--- config.mk ---
export PLATFORM = sky130hd
export DESIGN_NAME = mem_bus_master
export DESIGN_NICKNAME = d
export VERILOG_FILES = /design/src/rtl/mem_bus_pkg.sv /design/src/rtl/mem_bus_master.sv
export SDC_FILE = /design/constraint.sdc
export NUM_CORES = 1
export LEC_CHECK = 0
export ABC_AREA = 1
export CAP_MARGIN = 15
export CORE_MARGIN = 2
export CORE_UTILIZATION = 45
export DETAILED_ROUTE_END_ITERATION = 7
export DONT_BUFFER_PORTS = 1
export SLEW_MARGIN = 20
export SYNTH_ARGS = -nofsm -noshare
export SYNTH_HDL_FRONTEND = slang
export SYNTH_SLANG_ARGS = --single-unit
--- constraint.sdc ---
create_clock -name clk -period 4.4 [get_ports clk]
set_clock_uncertainty 0.15 [all_clocks]
set_input_delay 0 -clock clk [delete_from_list [all_inputs] [get_ports clk]]
set_output_delay 0 -clock clk [all_outputs]
set_load 0.03 [all_outputs]
--- src/rtl/mem_bus_pkg.sv ---
// Shared encodings for the memory bus initiator: request ops, FSM states
// and the memory-mapped I/O addresses of memory_unit.
package mem_bus_pkg;

  typedef enum logic [1:0] {
    OP_READ  = 2'b00,
    OP_WRITE = 2'b01,
    OP_FILL  = 2'b10,
    OP_COPY  = 2'b11
  } op_e;

  typedef enum logic [1:0] {
    ST_IDLE    = 2'b00,
    ST_RD_ADDR = 2'b01,
    ST_RD_DATA = 2'b10,
    ST_WR      = 2'b11
  } state_e;

  localparam logic [15:0] ADDR_PSW   = 16'h0FFB;
  localparam logic [15:0] ADDR_PORTA = 16'h0FFC;
  localparam logic [15:0] ADDR_PORTB = 16'h0FFD;
  localparam logic [15:0] ADDR_PORTC = 16'h0FFE;
  localparam logic [15:0] ADDR_PORTD = 16'h0FFF;

endpackage

--- src/rtl/mem_bus_master.sv ---
// Sole initiator of the memory_unit bus: sequences single read/write,
// block fill and block copy requests into registered we/abus/wbus cycles.
module mem_bus_master
  import mem_bus_pkg::*;
#(
  parameter int WIDTH = 16
) (
  input  logic             clk,
  input  logic             reset,
  input  logic             req_valid,
  output logic             req_ready,
  input  logic [1:0]       req_op,
  input  logic [WIDTH-1:0] req_addr,
  input  logic [WIDTH-1:0] req_data,
  input  logic [WIDTH-1:0] req_len,
  output logic             rsp_valid,
  output logic [WIDTH-1:0] rsp_data,
  output logic [WIDTH-1:0] rsp_count,
  output logic             busy,
  output logic             we,
  output logic [WIDTH-1:0] int_abus,
  output logic [WIDTH-1:0] int_wbus,
  input  logic [WIDTH-1:0] int_rbus
);

  state_e           state_q, state_d;
  op_e              op_q, op_d;
  logic [WIDTH-1:0] src_q, src_d, dst_q, dst_d, rem_q, rem_d, cnt_q, cnt_d;
  logic             we_q, we_d, rsp_valid_q, rsp_valid_d;
  logic [WIDTH-1:0] abus_q, abus_d, wbus_q, wbus_d;
  logic [WIDTH-1:0] rsp_data_q, rsp_data_d, rsp_count_q, rsp_count_d;

  op_e  req_op_e;
  logic accept, blk_op, zero_len, last_word;

  assign req_op_e  = op_e'(req_op);
  assign accept    = req_valid && (state_q == ST_IDLE);
  assign blk_op    = (req_op_e == OP_FILL) || (req_op_e == OP_COPY);
  assign zero_len  = blk_op && (req_len == '0);
  assign last_word = (rem_q == WIDTH'(1));

  assign req_ready = (state_q == ST_IDLE);
  assign busy      = (state_q != ST_IDLE);
  assign we        = we_q;
  assign int_abus  = abus_q;
  assign int_wbus  = wbus_q;
  assign rsp_valid = rsp_valid_q;
  assign rsp_data  = rsp_data_q;
  assign rsp_count = rsp_count_q;

  always_ff @(posedge clk or posedge reset) begin
    if (reset) state_q <= ST_IDLE;
    else       state_q <= state_d;
  end

  always_comb begin
    state_d = state_q;
    unique case (state_q)
      ST_IDLE: begin
        if (accept && !zero_len) begin
          unique case (req_op_e)
            OP_READ, OP_COPY:  state_d = ST_RD_ADDR;
            OP_WRITE, OP_FILL: state_d = ST_WR;
          endcase
        end
      end
      ST_RD_ADDR: state_d = ST_RD_DATA;
      ST_RD_DATA: state_d = (op_q == OP_READ) ? ST_IDLE : ST_WR;
      ST_WR: begin
        if (last_word)             state_d = ST_IDLE;
        else if (op_q == OP_FILL)  state_d = ST_WR;
        else                       state_d = ST_RD_ADDR;
      end
    endcase
  end

  always_comb begin
    op_d        = op_q;
    src_d       = src_q;
    dst_d       = dst_q;
    rem_d       = rem_q;
    cnt_d       = cnt_q;
    we_d        = we_q;
    abus_d      = abus_q;
    wbus_d      = wbus_q;
    rsp_valid_d = 1'b0;
    rsp_data_d  = rsp_data_q;
    rsp_count_d = rsp_count_q;
    unique case (state_q)
      ST_IDLE: begin
        if (accept) begin
          if (zero_len) begin
            // Empty block: report immediately, leave the bus untouched.
            rsp_valid_d = 1'b1;
            rsp_count_d = '0;
          end else begin
            op_d   = req_op_e;
            cnt_d  = '0;
            rem_d  = blk_op ? req_len : WIDTH'(1);
            src_d  = req_addr + WIDTH'(1);
            dst_d  = req_data;
            abus_d = req_addr;
            wbus_d = req_data;
            we_d   = (req_op_e == OP_WRITE) || (req_op_e == OP_FILL);
          end
        end
      end
      ST_RD_ADDR: ;
      ST_RD_DATA: begin
        if (op_q == OP_READ) begin
          rsp_valid_d = 1'b1;
          rsp_data_d  = int_rbus;
          rsp_count_d = WIDTH'(1);
        end else begin
          abus_d = dst_q;
          wbus_d = int_rbus;
          dst_d  = dst_q + WIDTH'(1);
          we_d   = 1'b1;
        end
      end
      ST_WR: begin
        cnt_d = cnt_q + WIDTH'(1);
        rem_d = rem_q - WIDTH'(1);
        if (last_word) begin
          we_d        = 1'b0;
          rsp_valid_d = 1'b1;
          rsp_data_d  = wbus_q;
          rsp_count_d = cnt_q + WIDTH'(1);
        end else if (op_q == OP_FILL) begin
          abus_d = abus_q + WIDTH'(1);
        end else begin
          we_d   = 1'b0;
          abus_d = src_q;
          src_d  = src_q + WIDTH'(1);
        end
      end
    endcase
  end

  always_ff @(posedge clk or posedge reset) begin
    if (reset) begin
      op_q        <= OP_READ;
      src_q       <= '0;
      dst_q       <= '0;
      rem_q       <= '0;
      cnt_q       <= '0;
      we_q        <= 1'b0;
      abus_q      <= '0;
      wbus_q      <= '0;
      rsp_valid_q <= 1'b0;
      rsp_data_q  <= '0;
      rsp_count_q <= '0;
    end else begin
      op_q        <= op_d;
      src_q       <= src_d;
      dst_q       <= dst_d;
      rem_q       <= rem_d;
      cnt_q       <= cnt_d;
      we_q        <= we_d;
      abus_q      <= abus_d;
      wbus_q      <= wbus_d;
      rsp_valid_q <= rsp_valid_d;
      rsp_data_q  <= rsp_data_d;
      rsp_count_q <= rsp_count_d;
    end
  end

endmodule

==> flow_metrics.py <==
metrics = {
    "setup_path": {
        "timing.reg2reg.worst_path_depth": 10,
        "reg2reg_to": "int_abus[8]$_DFFE_PP0P_",
        "data_arrival_time_at_the_worst_slack_endpoint_ps": 3390,
        "crit_fanout": 24,
        "cp_slowest_cell": "nor2_2",
        "worst_endpoint_required_time_ps": 4620,
        "critical_path_depth": 10,
        "setup_slack_of_the_worst_register_to_register_path_ps": 1230,
        "cp_peak_stage_delay_ps": 600,
        "end_kind": "register",
        "cp_startpoint": "state_q[0]$_DFFE_PP0P_",
        "critical_path.reg2reg.startpoint": "state_q[0]$_DFFE_PP0P_",
        "critical_path_buf_inv_count": 3,
        "path_delay_family": "simple AND/OR/NAND/NOR gates",
        "critical_path.startpoint_type": "register",
        "worst_path_most_repeated_cell": "nand2_1",
        "critPathKind": "register to register",
        "worst_setup_path_endpoint": "int_abus[8]$_DFFE_PP0P_",
        "timing.critical_path.cells": "inv_1 > ha_2 > inv_2 > nor3_2 > nor2_1 > nand3_1 > nor2_2 > nand2_1 > dlygate4sd3_1 > nand2_1",
    },
    "timing": {
        "finalWorstPathRequiredPeriod_ps": 3170,
        "timing_max_transition_violations_final": 0,
        "setup_viol_count_final": 0,
        "worstMarginPinSlew_ps": 902,
        "grt_setup_unrepaired": "false",
        "post-route-period-util_pct": 72.1,
        "fin_setup_tns_ps": 0,
        "max-slew-margin-rel_pct": 39.9,
        "post-route-worst-setup-slack_ps": 1230,
        "fmax_mhz": 315,
        "number_of_hold_violations_in_the_final_report": 0,
    },
    "placement": {
        "place.gp.congestion": 0.900,
        "post_dp_area_sq_mm": 0.00882,
        "detailed_place_hpwl_mm": 17.3,
        "port_buffers": 0,
        "place_worst_setup_slack_ps": 1450,
    },
    "route": {
        "route.detailed.drc": 0,
        "drt_iter0_markers": 499,
        "route.antenna.remaining_nets": 0,
        "route.vias.total": 8385,
        "route.final.wire_length_mm": 25.4,
        "dr.pass1.iters": 7,
        "route.detailed.wl_per_inst_um": 15.6,
        "vias_per_cell": 5.17,
    },
    "synthesis": {
        "synth_async_sr_flop_share_pct": 100,
        "synth.yosys.warnings": 0,
        "synth-seq-cells": 134,
        "yosysTopAreaCell": "dfrtp_1",
        "synth_nets": 1382,
        "synth_area_per_cell_sq_um": 6.72,
        "post_synth_instance_area_sq_mm": 0.00874,
        "yosysTopAreaCellShare_pct": 38.4,
        "synth.yosys.seq_area_share_pct": 38.4,
        "post_synth_main_area_contributors": "dfrtp_1 (38%), nand2_1 (22%), o21ai_0 (5.4%)",
        "synthFlopType": "dfrtp_1",
        "netlist-cell-type-count": 41,
        "syn_inst": 1300,
        "synth_enable_flop_cells": 0,
    },
    "layout": {
        "postLayoutCellArea_sq_mm": 0.0101,
        "final_nets": 1433,
        "share_of_cells_above_drive_strength_1_pct": 6.97,
        "antenna_cells_inserted": 0,
        "area.growth.synth_to_final_pct": 15.9,
        "filler_cell_count": 1908,
        "mostFrequentLayoutCell": "nand2_1",
        "most-common-layout-cells": "nand2_1 (523), dfrtp_1 (134), nor2_1 (126)",
    },
    "power": {
        "netSwitchingPower_w": 0.00402,
        "peakVddDrop_mv": 0.426,
        "share_clk_of_total_power_pct": 18.1,
        "intPower_w": 0.00358,
        "static-leakage-power_nw": 4.96,
        "comb_power_share_pct": 46.6,
        "power.total_w": 0.00760,
        "sequentialPowerShare_pct": 35.3,
        "power_density_mw_per_mm2": 750,
        "swShare_pct": 52.9,
    },
    "clocking": {
        "max-clock-path-buffers": 2,
        "clkSlewWorstSetupHoldPaths_ps": 60,
        "cts_max_level": 4,
        "post_cts_hold_fix_bufs": 75,
        "clock_sink_count": 134,
        "root_buffer": "clkbuf_16",
        "numCtsBuffers": 17,
        "cts_setup_buffers": 0,
        "cts-resized-gates": 0,
        "tritoncts_clock_tree": "yes",
        "clock_latency_ps": 430,
    },
    "grt": {
        "grt_antenna_before_repair": 0,
        "grt_remaining_overflow": 0,
        "grt_pass1_vias": 8082,
        "grt_max_degree": 96,
        "global_route_wire_length_before_repair_mm": 42.0,
        "gr-usage-all-layers_pct": 25.9,
    },
    "min_path": {
        "path_category_of_the_worst_min_delay_check": "primary input to register",
    },
    "run": {
        "maxCapViolations": 0,
    },
    "floorplanning": {
        "initial_core_util_pct": 46.3,
        "core.rowCount": 50,
        "dieArea_sq_mm": 0.0205,
        "ios": 137,
        "core_area_sq_mm": 0.0189,
        "die_y_um": 143,
        "floorplan.die.width_um": 143,
    },
    "run_status": {
        "outcome": "finished, final reports clean",
    },
}
[worst reg2reg max path, cell delays in order (launching register included)]
cell and delay [ps]:
dfrtp_1 380, inv_1 120, ha_2 220, inv_2 360
nor3_2 120, nor2_1 260, nand3_1 130, nor2_2 600
nand2_1 130, dlygate4sd3_1 600, nand2_1 60
[kinds of logic (layout without fill, tap and decap cells)]
group | after synthesis | after routing | synth area share [%]
fa+ha+maj | 13 | 13 | 1.86
compound gates | 191 | 191 | 12.2
flops | 134 | 134 | 38.4
xor+xnor | 23 | 23 | 2.31
buf+inv | 159 | 222 | 8.09
simple gates | 780 | 780 | 37.2
[per-layer routing]
metal | vias to the layer above | track usage (%) | part of all wire (%)
li1 | 4224 | - | -
met1 | 3888 | 35.4 | 46
met2 | 234 | 41.1 | 46
met3 | 39 | 4.73 | 4.9
met4 | 0 | 9.75 | 2.4
met5 | - | 0 | 0
[registers in the layout, summed over array words and instances, names as in the netlist]
register and flops:
rsp_count 16, rsp_valid 1, int_wbus 16, we 1, state_q 2, rem_q 16, cnt_q 16, src_q 16
op_q 2, int_abus 16, rsp_data 16, dst_q 16
[final cells by class]
cell class / instances / area [sq um] / area share [%]
clock buffers: 17 / 425 / 4.20
clock inverters: 14 / 129 / 1.27
inverters: 110 / 418 / 4.13
multi-input cells: 1007 / 4680 / 46.2
flip-flops and latches: 134 / 3350 / 33.1
well taps: 260 / 325 / 3.21
repair buffers: 81 / 796 / 7.86
[stage by stage]
stage	utilization, %	hold WS [ps]	instances
after floorplan	-	-33.2	1300
after global placement	46.7	-30.7	1517
after detailed placement	46.7	-34.2	1517
after CTS	53.6	0.284	1623
after global routing	53.6	79.8	1623
final	53.6	3.51	1623
[power groups by stage]
| stage | logic, W | registers, W | clock network [W] |
|---|---|---|---|
| floorplan | 0.00290 | 0.00252 | 0 |
| global placement | 0.00337 | 0.00269 | 0 |
| detailed placement | 0.00343 | 0.00269 | 0 |
| CTS | 0.00353 | 0.00267 | 0.00140 |
| global route | 0.00405 | 0.00275 | 0.00145 |
| finish | 0.00354 | 0.00268 | 0.00138 |
[how the worst min path moves through the flow]
stage | startpoint | to | slack, ps | cells past startpoint
final | req_valid | int_abus[0]$_DFFE_PP0P_ | 4 | 4
after global routing | req_valid | int_abus[14]$_DFFE_PP0P_ | 80 | 4
after CTS | req_valid | int_abus[14]$_DFFE_PP0P_ | 0.3 | 4
after detailed placement | reset | rsp_data[9]$_DFFE_PP0P_ | -30 | 1
after global placement | reset | rsp_data[14]$_DFFE_PP0P_ | -30 | 1
after floorplan | req_op[1] | op_q[1]$_DFFE_PP0P_ | -30 | 2
[cells in the mapped netlist (2+ instances only)]
cell      count
inv_1       105
ha_1         13
buf_2        16
inv_2         5
nand3b_1      3
xor2_1       19
clkbuf_1     15
nand4_1      15
o22ai_1       2
a22oi_1       5
buf_4         8
dfrtp_1     134
nand3_1      62
nand2_1     523
o21a_1        8
o211ai_1     10
buf_6         8
o21ai_0      95
nor2_2       10
o21ai_2       5
nor2_4        2
a21boi_0      4
nor3_1        7
nand3_2       4
nand4_2       2
or2_2        11
nand2_2       9
xnor2_1       4
nor2_1      126
o21ai_1      13
nand2_4       2
a31oi_1       4
a21oi_1      42
buf_1         2
Note: power is estimated with default switching activity, not from simulation.
